## src/rtl/timer_bank_pkg.sv

```systemverilog
// Shared definitions for the timer bank: register offsets, CTRL bit positions,
// mode encodings and the per-channel state type.
package timer_bank_pkg;

   localparam logic [1:0] OFF_CTRL   = 2'd0;
   localparam logic [1:0] OFF_PRESET = 2'd1;
   localparam logic [1:0] OFF_COUNT  = 2'd2;
   localparam logic [1:0] OFF_STATUS = 2'd3;

   localparam int CTRL_EN   = 0;
   localparam int CTRL_MODE = 1;
   localparam int CTRL_IM   = 3;

   localparam logic MODE_ONESHOT = 1'b0;
   localparam logic MODE_RELOAD  = 1'b1;

   typedef enum logic [1:0] {
      ST_IDLE = 2'd0,
      ST_LOAD = 2'd1,
      ST_CNT  = 2'd2
   } ch_state_t;

   // Channel-select field width; a single channel still gets one address bit.
   function automatic int ch_aw(input int n);
      return (n > 1) ? $clog2(n) : 1;
   endfunction

endpackage

```

## src/rtl/timer_bank_if.sv

```systemverilog
// Register bus between the bridge and the timer bank, plus the IRQ vector.
// Reads are combinational, writes take effect at the clock edge; no backpressure.
interface timer_bank_if #(
   parameter int N_CH = 2
);
   localparam int AW = timer_bank_pkg::ch_aw(N_CH) + 2;

   logic [AW-1:0]   Addr;
   logic [31:0]     Wd;
   logic            We;
   logic [31:0]     Rd;
   logic [N_CH-1:0] IRQ;
   logic            IRQ_any;

   modport master (output Addr, Wd, We, input Rd, IRQ, IRQ_any);
   modport slave  (input Addr, Wd, We, output Rd, IRQ, IRQ_any);
endinterface

```

## src/rtl/timer_channel.sv

```systemverilog
// One down-counting timer: CTRL/PRESET/COUNT/pending registers and IDLE/LOAD/CNT FSM.
// Writes land at the edge, irq is registered one cycle behind pending; never stalls.
module timer_channel import timer_bank_pkg::*; #(
   parameter int WIDTH = 32
) (
   input  logic        clk,
   input  logic        rst,
   input  logic        tick,
   input  logic        we_ctrl,
   input  logic        we_preset,
   input  logic        we_status,
   input  logic [31:0] wd,
   output logic [31:0] ctrl_rd,
   output logic [31:0] preset_rd,
   output logic [31:0] count_rd,
   output logic [31:0] status_rd,
   output logic        irq
);

   ch_state_t        state;
   logic             en;
   logic             mode;
   logic             im;
   logic             pending;
   logic [WIDTH-1:0] preset;
   logic [WIDTH-1:0] count;

   always_ff @(posedge clk) begin
      if (rst) begin
         state   <= ST_IDLE;
         en      <= 1'b0;
         mode    <= MODE_ONESHOT;
         im      <= 1'b0;
         pending <= 1'b0;
         preset  <= '0;
         count   <= '0;
         irq     <= 1'b0;
      end else begin
         irq <= pending & im;
         if (we_preset)
            preset <= wd[WIDTH-1:0];
         // Clear is issued first so a terminal event in the same cycle overrides it.
         if (we_status && wd[0])
            pending <= 1'b0;
         if (we_ctrl) begin
            en    <= wd[CTRL_EN];
            mode  <= wd[CTRL_MODE];
            im    <= wd[CTRL_IM];
            state <= wd[CTRL_EN] ? ST_LOAD : ST_IDLE;
         end else begin
            case (state)
               ST_LOAD: begin
                  count <= preset;
                  state <= ST_CNT;
               end
               ST_CNT: begin
                  if (count == '0) begin
                     pending <= 1'b1;
                     if (mode == MODE_RELOAD) begin
                        state <= ST_LOAD;
                     end else begin
                        en    <= 1'b0;
                        state <= ST_IDLE;
                     end
                  end else if (tick) begin
                     count <= count - 1'b1;
                  end
               end
               default: state <= ST_IDLE;
            endcase
         end
      end
   end

   assign ctrl_rd   = {28'd0, im, 1'b0, mode, en};
   assign preset_rd = 32'(preset);
   assign count_rd  = 32'(count);
   assign status_rd = {31'd0, pending};

endmodule

```

## src/rtl/timer_bank.sv

```systemverilog
// N_CH timer channels behind one register port, sharing a free-running prescaler.
// Combinational read mux, edge-sampled writes, registered IRQ vector; no backpressure.
module timer_bank import timer_bank_pkg::*; #(
   parameter int N_CH     = 2,
   parameter int WIDTH    = 32,
   parameter int PRESCALE = 1
) (
   input  logic         Clk,
   input  logic         Reset,
   timer_bank_if.slave  bus
);

   localparam int CH_AW = ch_aw(N_CH);
   localparam int PW    = (PRESCALE > 1) ? $clog2(PRESCALE) : 1;
   localparam logic [PW-1:0] P_LAST = PW'(PRESCALE - 1);

   logic [PW-1:0]    pre_cnt;
   logic             tick;
   logic [CH_AW-1:0] ch_sel;
   logic [1:0]       reg_sel;
   logic             in_range;
   logic [31:0]      rd;
   logic [N_CH-1:0]  irq;
   logic [31:0]      ctrl_rd   [N_CH];
   logic [31:0]      preset_rd [N_CH];
   logic [31:0]      count_rd  [N_CH];
   logic [31:0]      status_rd [N_CH];

   // With PRESCALE=1 the counter is pinned at 0 and tick is permanently high.
   assign tick = (pre_cnt == P_LAST);

   always_ff @(posedge Clk) begin
      if (Reset)
         pre_cnt <= '0;
      else if (tick)
         pre_cnt <= '0;
      else
         pre_cnt <= pre_cnt + 1'b1;
   end

   assign ch_sel   = bus.Addr[CH_AW+1:2];
   assign reg_sel  = bus.Addr[1:0];
   assign in_range = (32'(ch_sel) < 32'(N_CH));

   for (genvar i = 0; i < N_CH; i++) begin : g_ch
      logic sel;
      assign sel = bus.We && in_range && (ch_sel == CH_AW'(i));

      timer_channel #(.WIDTH(WIDTH)) u_ch (
         .clk       (Clk),
         .rst       (Reset),
         .tick      (tick),
         .we_ctrl   (sel && (reg_sel == OFF_CTRL)),
         .we_preset (sel && (reg_sel == OFF_PRESET)),
         .we_status (sel && (reg_sel == OFF_STATUS)),
         .wd        (bus.Wd),
         .ctrl_rd   (ctrl_rd[i]),
         .preset_rd (preset_rd[i]),
         .count_rd  (count_rd[i]),
         .status_rd (status_rd[i]),
         .irq       (irq[i])
      );
   end

   always_comb begin
      rd = '0;
      for (int i = 0; i < N_CH; i++) begin
         if (in_range && (ch_sel == CH_AW'(i))) begin
            case (reg_sel)
               OFF_CTRL:   rd = ctrl_rd[i];
               OFF_PRESET: rd = preset_rd[i];
               OFF_COUNT:  rd = count_rd[i];
               default:    rd = status_rd[i];
            endcase
         end
      end
   end

   assign bus.Rd      = rd;
   assign bus.IRQ     = irq;
   assign bus.IRQ_any = |irq;

endmodule
```

## src/flat_wrapper.sv

```systemverilog
// flat-port wrapper written by rule: the top's interface ports become plain ports
module timer_bank_flat import timer_bank_pkg::*;
#(
   parameter int N_CH     = 2,
   parameter int WIDTH    = 32,
   parameter int PRESCALE = 1
)
  (Clk, Reset, bus_Addr, bus_Wd, bus_We, bus_Rd, bus_IRQ, bus_IRQ_any);
  timer_bank_if #(.N_CH(N_CH)) bus_i ();
  input  logic Clk;
  input  logic Reset;
  input wire logic [$bits(bus_i.Addr)-1:0] bus_Addr;
  input wire logic [$bits(bus_i.Wd)-1:0] bus_Wd;
  input wire logic [$bits(bus_i.We)-1:0] bus_We;
  output wire logic [$bits(bus_i.Rd)-1:0] bus_Rd;
  output wire logic [$bits(bus_i.IRQ)-1:0] bus_IRQ;
  output wire logic [$bits(bus_i.IRQ_any)-1:0] bus_IRQ_any;
  assign bus_i.Addr = bus_Addr;
  assign bus_i.Wd = bus_Wd;
  assign bus_i.We = bus_We;
  assign bus_Rd = bus_i.Rd;
  assign bus_IRQ = bus_i.IRQ;
  assign bus_IRQ_any = bus_i.IRQ_any;
  timer_bank #(.N_CH(N_CH), .WIDTH(WIDTH), .PRESCALE(PRESCALE)) u_core (.Clk(Clk), .Reset(Reset), .bus(bus_i));
endmodule
```

## config.mk

```make
export PLATFORM = sky130hd
export DESIGN_NAME = timer_bank_flat
export DESIGN_NICKNAME = d
export VERILOG_FILES = /design/src/rtl/timer_bank_pkg.sv /design/src/rtl/timer_bank_if.sv /design/src/rtl/timer_channel.sv /design/src/rtl/timer_bank.sv /design/src/flat_wrapper.sv
export SDC_FILE = /design/constraint.sdc
export NUM_CORES = 1
export LEC_CHECK = 0
export BUFFER_PORTS_ARGS = -buffer_cell sky130_fd_sc_hd__buf_2
export CELL_PAD_IN_SITES_DETAIL_PLACEMENT = 2
export CELL_PAD_IN_SITES_GLOBAL_PLACEMENT = 2
export CORE_MARGIN = 1.5
export CORE_UTILIZATION = 23
export DETAILED_ROUTE_END_ITERATION = 8
export PLACE_DENSITY = 0.65
export RECOVER_POWER = 50
export SYNTH_ARGS = -nofsm -noshare
export SYNTH_HDL_FRONTEND = slang
export SYNTH_SLANG_ARGS = --single-unit
```

## constraint.sdc

```tcl
create_clock -name Clk -period 3.1 [get_ports Clk]
set_clock_uncertainty 0.05 [all_clocks]
set_input_delay 0.31 -clock Clk [delete_from_list [all_inputs] [get_ports Clk]]
set_output_delay 0.31 -clock Clk [all_outputs]
set_load 0.005 [all_outputs]
```

* After elaboration in Yosys (flattened, before gate mapping)
Index checks and enable logic that the tools add are counted.
** Word-level totals
- Memories kept :: 0
- Output and inout port bits :: 35
- Register bits after elaboration :: 143
- ROM bits :: 0
- Latch bits :: 0
- Input port bits :: 38
- Word-level logic and storage cells :: 100
- Bits in writable memories :: 0
** Operators by class
- Shift operators :: 0
- Eq/ne operators :: 15
- Divide/modulo/power cells :: 0
- Multiply operators :: 0
- $add $sub $neg :: 3
- Reduce and logical (&&, ||, !) cells :: 25
- Bitwise logic cells :: 6
- $lt $le $gt $ge :: 0
- Multiplexer cells :: 34
** Operators with widths (count)
- 32-bit one-hot mux with 3 select lines :: 2
- 32-bit two-way mux :: 5
- 32-bit one-hot mux with 2 select lines :: 2
- 32-bit logical NOT :: 2
- 32-bit by 1-bit subtractor with 32-bit output (second input constant) :: 2
- 1-bit two-way mux :: 19
- 2-bit inequality test (second input constant) :: 6
- 2-bit nonzero test :: 6
- 1-bit logical AND :: 10
- 2-bit == test (second input constant) :: 4
- 2-bit two-way mux :: 4
- 2-bit one-hot mux with 2 select lines :: 2
- 4-bit AND reduction :: 2
- 2-bit by 1-bit == test with 1-bit output (second input constant) :: 3
- 3-bit inequality test (second input constant) :: 2
- 3-bit AND reduction :: 2
- 1-bit inverter :: 4
- 2-bit OR reduction :: 2
- 1-bit AND :: 2
- 2-bit logical NOT :: 1
- 1-bit adder (second input constant) :: 1

* Logic depth before layout (Yosys ltp)
- Word-level depth :: 8
- Gate-level depth with buffers :: 10
- Gate-level depth less buffers :: 8

* Cells and area by module
From an unflattened synthesis, not the netlist that was laid out.
** Unflattened totals
- Cells, all modules :: 1118
- Area total of the unflattened synthesis :: 10258.6 um^2
** By module, submodules not included
- timer_channel (u_core.g_ch[1].u_ch) :: cells an instance 497, instances 1, area an instance 4160.2 um^2, sequential area each 1421.4 um^2
- timer_channel (u_core.g_ch[0].u_ch) :: cells an instance 492, instances 1, area an instance 4086.4 um^2, sequential area each 1421.4 um^2
- timer_bank :: cells an instance 129, instances 1, area an instance 2011.9 um^2, sequential area each 20.0 um^2

* Least setup slack after synthesis
No wires, ideal clock.
- Path type :: reg-to-reg
- From :: register u_core.g_ch[0].u_ch.count[0]
- To :: register u_core.g_ch[0].u_ch.count[30]
- Clock period less this slack :: 2.717 ns
- Data arrival time :: 2.552 ns
- Stages on the path, launching flop included :: 11
- Path buffers :: 2
- Path slack :: 0.383 ns
- Setup time :: 0.115 ns
- Data required time :: 2.935 ns
- Cell sequence :: dfxtp_1 inv_1 ha_1 or4b_4 or4_1 buf_2 o31ai_2 and2_4 buf_12 a21oi_2 o21a_1
** On the way
- Word-level cells in the longest chain between the ends :: 4
- Elaborated cells on any way between the ends :: 7
- Classes of those cells :: add/sub (1); eq/ne (1); mux (3); reduce/logical (2)
** RTL lines
- from (decl) :: line timer_channel.sv:26 : logic [WIDTH-1:0] count;
- from (signal assigned) :: line timer_channel.sv:53 : count <= preset;
- from (signal assigned) :: line timer_channel.sv:66 : count <= count - 1'b1;
- 32-bit by 1-bit subtractor with 32-bit output :: line timer_channel.sv:66
- 32-bit two-way mux :: line timer_channel.sv:65 : end else if (tick) begin
- 32-bit two-way mux :: line timer_channel.sv:57 : if (count == '0) begin
- 32-bit one-hot mux with 2 select lines :: line timer_channel.sv:51 : case (state)
Several ways; a longest one is shown, not always the timed one. The select of a mux whose other input is x is not followed.
A chain may end at the register's enable or synchronous reset.

* Worst setup path after layout
Same ends and word-level chain as after synthesis.

==> out/qor.tcl <==
set qor(worstSetupPathType) {reg2reg}
set qor(dp_hpwl_um) 24200
set qor(tritoncts_clock_tree) {yes}
set qor(fill_cells) 4020
set qor(drt-vias-per-instance) 5.37
set qor(outcome) {completed}
set qor(core_um2) 33700
set qor(area_growth_syn_to_layout_pct) 19.8
set qor(area_of_the_multi_input_gates_um2) 4620
set qor(ys_warn_count) 0
set qor(cts_max_level) 4
set qor(totalNegativeSetupSlack_ns) 0
set qor(final_net_count) 1175
set qor(dominant_combinational_cell_family_by_area_after_synthesis) {compound AO/OA/AOI/OAI gates}
set qor(gp_congestion) 0.818
set qor(ant_nets) 0
set qor(chain_of_cells_forming_the_critical_path) {inv_1 > ha_1 > or4b_4 > or4_1 > o31ai_2 > and2_4 > buf_12 > a21oi_2 > o21a_1}
set qor(detail_route.drc_violations) 0
set qor(gr-total-overflow) 0
set qor(count_of_flip_flops_with_a_built_in_enable_after_synthesis) 0
set qor(buffer_ports.inserted) 72
set qor(period_needed_ns) 2.94
set qor(post_synth.cell_area_avg_um2) 7.23
set qor(cp_data_arrival_time_ns) 3.22
set qor(post_synth_and_or_nand_nor_area_fraction_pct) 25.4
set qor(synth-main-ff-cell) {sky130_fd_sc_hd__dfxtp_1}
set qor(cpLargestDelayFamily) {simple AND/OR/NAND/NOR gates}
set qor(dr.first_iter.drc_count) 494
set qor(grt_start_max_net_pins) 101
set qor(route.detailed.wl_per_inst_um) 21.4
set qor(share_of_final_layout_standard_cells_stronger_than_drive_strength_1_pct) 17.1
set qor(path_buf_inv) 2
set qor(worst_path_max_delay_cell) {sky130_fd_sc_hd__or4_1}
set qor(cts-root-buf) {sky130_fd_sc_hd__clkbuf_16}
set qor(finalMaxSlewViolations) 0
set qor(diodes) 0
set qor(cts_setup_buffers) 0
set qor(grt_antenna_before_repair) 0
set qor(dr_total_vias) 8559
set qor(critPathMaxFanout) 12
set qor(worst_setup_path_start_kind) {register}
set qor(grtUsageTotal_pct) 19.3
set qor(setup.worst_path.end_class) {register}
set qor(unrepaired_setup_endpoints_after_global_routing) {false}
set qor(fp.dieArea_um2) 35500
set qor(clockBufferDepth) 2
set qor(max_stage_delay_ns) 0.60
set qor(io_pins) 73
set qor(start_util_pct) 23.5
set qor(clkSlewWorstSetupHoldPaths_ns) 0.07
set qor(synth_seq_cells) 143
set qor(power.density_cell_area_nw_per_um2) 491
set qor(clock_sinks) 143
set qor(finalSetupViolations) 0
set qor(post_synth_inst_count) 1094
set qor(max_clock_freq_mhz) 340
set qor(power.static_leakage_nw) 3.26
set qor(max_cap_violations) 0
set qor(hold_path_class) {in2reg}
set qor(worst_ir_drop_on_vdd_mv) 0.402
set qor(synth-compound-area-share_pct) 31.5
set qor(dieWidth_um) 188
set qor(clk_latency_ns) 0.43
set qor(yosysUniqueCellTypes) 58
set qor(yosysSeqAreaShare_pct) 36.2
set qor(route.final.wire_length_um) 34200
set qor(core.rowCount) 67
set qor(synth_fp_nets) 1134
set qor(worst_slew_margin_rel_pct) 38.3
set qor(global_route_wire_length_before_repair_um) 53500
set qor(critical_path_required_ns) 3.38
set qor(die_h_um) 188
set qor(synth_async_sr_flop_share_pct) 0
set qor(final_hold_viol_count) 0
set qor(synthAdderAreaFrac_pct) 0.316
set qor(drt_pass1_iterations) 4
set qor(hold_buffers) 0
set qor(layout.area.seq_um2) 2860
set qor(synth_mux_area_share_pct) 0.823
set qor(first_global_vias) 9081
set qor(post_synth_instance_area_um2) 7910
set qor(worst_slew_pin_slew_ns) 0.926
set qor(cts_buffers) 17
set qor(fin_crit_sh_pct) 94.8
set qor(synth_xor_area_share_pct) 0
set qor(postLayoutCoreUtil_pct) 28.1
## final cells by class
cell class	instances	share of cell area, %
Sequential cell	143	30.2
Timing Repair Buffer	119	7.57
Multi-Input combinational cell	844	48.8
Inverter	10	0.396
Clock inverter	11	2.22
Clock buffer	20	4.92
Tap cell	448	5.91
## synthesized netlist by cell type (3+ instances only)
master / instances / share of area (%)
sky130_fd_sc_hd__nand2_1: 262 / 12
sky130_fd_sc_hd__dfxtp_1: 143 / 36
sky130_fd_sc_hd__a21oi_1: 141 / 8.9
sky130_fd_sc_hd__clkbuf_1: 84 / 4.0
sky130_fd_sc_hd__nor2_1: 81 / 3.8
sky130_fd_sc_hd__o21ai_0: 61 / 3.9
sky130_fd_sc_hd__a221oi_1: 60 / 6.6
sky130_fd_sc_hd__nor3_1: 34 / 2.2
sky130_fd_sc_hd__a21oi_2: 20 / 2.2
sky130_fd_sc_hd__o21ai_2: 19 / 2.1
sky130_fd_sc_hd__o21a_1: 12 / 1.1
sky130_fd_sc_hd__o21ai_1: 12 / 0.76
sky130_fd_sc_hd__a22o_1: 11 / 1.2
sky130_fd_sc_hd__nor4_1: 11 / 0.87
sky130_fd_sc_hd__and2_1: 9 / 0.71
sky130_fd_sc_hd__inv_1: 9 / 0.43
sky130_fd_sc_hd__nand3_1: 9 / 0.57
sky130_fd_sc_hd__or4_1: 9 / 0.85
sky130_fd_sc_hd__o31ai_1: 8 / 0.76
sky130_fd_sc_hd__or3_1: 8 / 0.63
sky130_fd_sc_hd__o41ai_1: 7 / 0.78
sky130_fd_sc_hd__or2_2: 7 / 0.55
sky130_fd_sc_hd__nand4_1: 6 / 0.47
sky130_fd_sc_hd__o31a_1: 6 / 0.66
sky130_fd_sc_hd__nor2b_1: 5 / 0.40
sky130_fd_sc_hd__and3_1: 4 / 0.32
sky130_fd_sc_hd__buf_1: 4 / 0.19
sky130_fd_sc_hd__buf_2: 4 / 0.25
sky130_fd_sc_hd__nand2b_1: 4 / 0.32
sky130_fd_sc_hd__nand4b_1: 3 / 0.33
sky130_fd_sc_hd__o32ai_1: 3 / 0.33
## timing repair
| item | in CTS | in global routing |
|---|---|---|
| gates resized for setup | 0 | 1 |
| hold endpoints to repair | 0 | 0 |
| endpoints found under the setup margin | 0 | 1 |
## state kept, by name (all words and copies together), names as in the netlist
| register | count |
|---|---|
| u_core.g_ch.u_ch.count_rd | 64 |
| u_core.g_ch.u_ch.en | 2 |
| u_core.g_ch.u_ch.im | 2 |
| u_core.g_ch.u_ch.irq | 2 |
| u_core.g_ch.u_ch.mode | 2 |
| u_core.g_ch.u_ch.pending | 2 |
| u_core.g_ch.u_ch.preset_rd | 64 |
| u_core.g_ch.u_ch.state | 4 |
| u_core.pre_cnt | 1 |
## final timing paths
| kind | from | endpoint | slack [ns] | cells past startpoint |
|---|---|---|---|---|
| max | u_core.g_ch[0].u_ch.count_rd[0] | u_core.g_ch[0].u_ch.count_rd[30] | 0.16 | 9 |
| min | bus_Wd[24] | u_core.g_ch[0].u_ch.preset_rd[24] | 0.09 | 3 |
| max reg2reg | u_core.g_ch[0].u_ch.count_rd[0] | u_core.g_ch[0].u_ch.count_rd[30] | 0.16 | 9 |
| min reg2reg | u_core.g_ch[0].u_ch.preset_rd[27] | u_core.g_ch[0].u_ch.preset_rd[27] | 0.43 | 2 |
## layer usage
layer	vias to the layer above	wire length (µm)	GRT usage [%]
met5	-	0	0
met2	158	16200	32.3
li1	4007	-	-
met4	0	677	5.65
met3	34	1020	2.64
met1	4360	16300	25.8
## power breakdown
group | internal, mW | switching (mW) | total (mW)
clock network | 1.57 | 0.867 | 2.43
logic | 0.105 | 0.238 | 0.343
registers | 1.86 | 0.0211 | 1.88
total | 3.53 | 1.13 | 4.66
## worst register-to-register path, cell delays in order (launching register included)
cell and delay [ns]:
sky130_fd_sc_hd__dfxtp_1 0.32, sky130_fd_sc_hd__inv_1 0.12, sky130_fd_sc_hd__ha_1 0.24, sky130_fd_sc_hd__or4b_4 0.52, sky130_fd_sc_hd__or4_1 0.60, sky130_fd_sc_hd__o31ai_2 0.31
sky130_fd_sc_hd__and2_4 0.29, sky130_fd_sc_hd__buf_12 0.17, sky130_fd_sc_hd__a21oi_2 0.04, sky130_fd_sc_hd__o21a_1 0.17
## stage by stage
stage	cell area (µm²)	worst slack [ns]	cells	hold slack, ns	power, mW
3_5_place_dp	8840	0.193	1564	0.423	2.27
5_1_grt	9480	0.0171	1595	0.0911	4.83
3_3_place_gp	8840	0.283	1564	0.410	2.27
2_1_floorplan	7910	0.383	1094	0.394	2.10
4_1_cts	9510	0.160	1595	0.0696	4.73
6_report	9480	0.160	1595	0.0858	4.66
## cells by family (layout without fill, tap and decap cells)
group / Yosys count / after routing
multiplexers: 4 / 4
adder cells (fa/ha/maj): 2 / 2
flip-flops: 143 / 143
other: 1 / 1
AO/OA/AOI/OAI: 377 / 377
buffers and inverters: 107 / 160
AND/OR/NAND/NOR: 460 / 460
## cells in the final DEF (no fill, tap or decap), types with 7 or more instances in the layout
cell type,n
sky130_fd_sc_hd__nand2_1,262
sky130_fd_sc_hd__dfxtp_1,143
sky130_fd_sc_hd__a21oi_1,141
sky130_fd_sc_hd__nor2_1,81
sky130_fd_sc_hd__o21ai_0,61
sky130_fd_sc_hd__a221oi_1,60
sky130_fd_sc_hd__buf_2,57
sky130_fd_sc_hd__buf_4,38
sky130_fd_sc_hd__nor3_1,32
sky130_fd_sc_hd__a21oi_2,20
sky130_fd_sc_hd__o21ai_2,19
sky130_fd_sc_hd__clkbuf_16,17
sky130_fd_sc_hd__clkbuf_1,15
sky130_fd_sc_hd__o21ai_1,12
sky130_fd_sc_hd__o21a_1,12
sky130_fd_sc_hd__nor4_1,11
sky130_fd_sc_hd__a22o_1,11
sky130_fd_sc_hd__inv_1,9
sky130_fd_sc_hd__or4_1,9
sky130_fd_sc_hd__nand3_1,9
sky130_fd_sc_hd__and2_1,9
sky130_fd_sc_hd__or3_1,8
sky130_fd_sc_hd__o31ai_1,8
sky130_fd_sc_hd__or2_2,7
sky130_fd_sc_hd__o41ai_1,7
No activity file was read; power rests on OpenSTA's default activity.
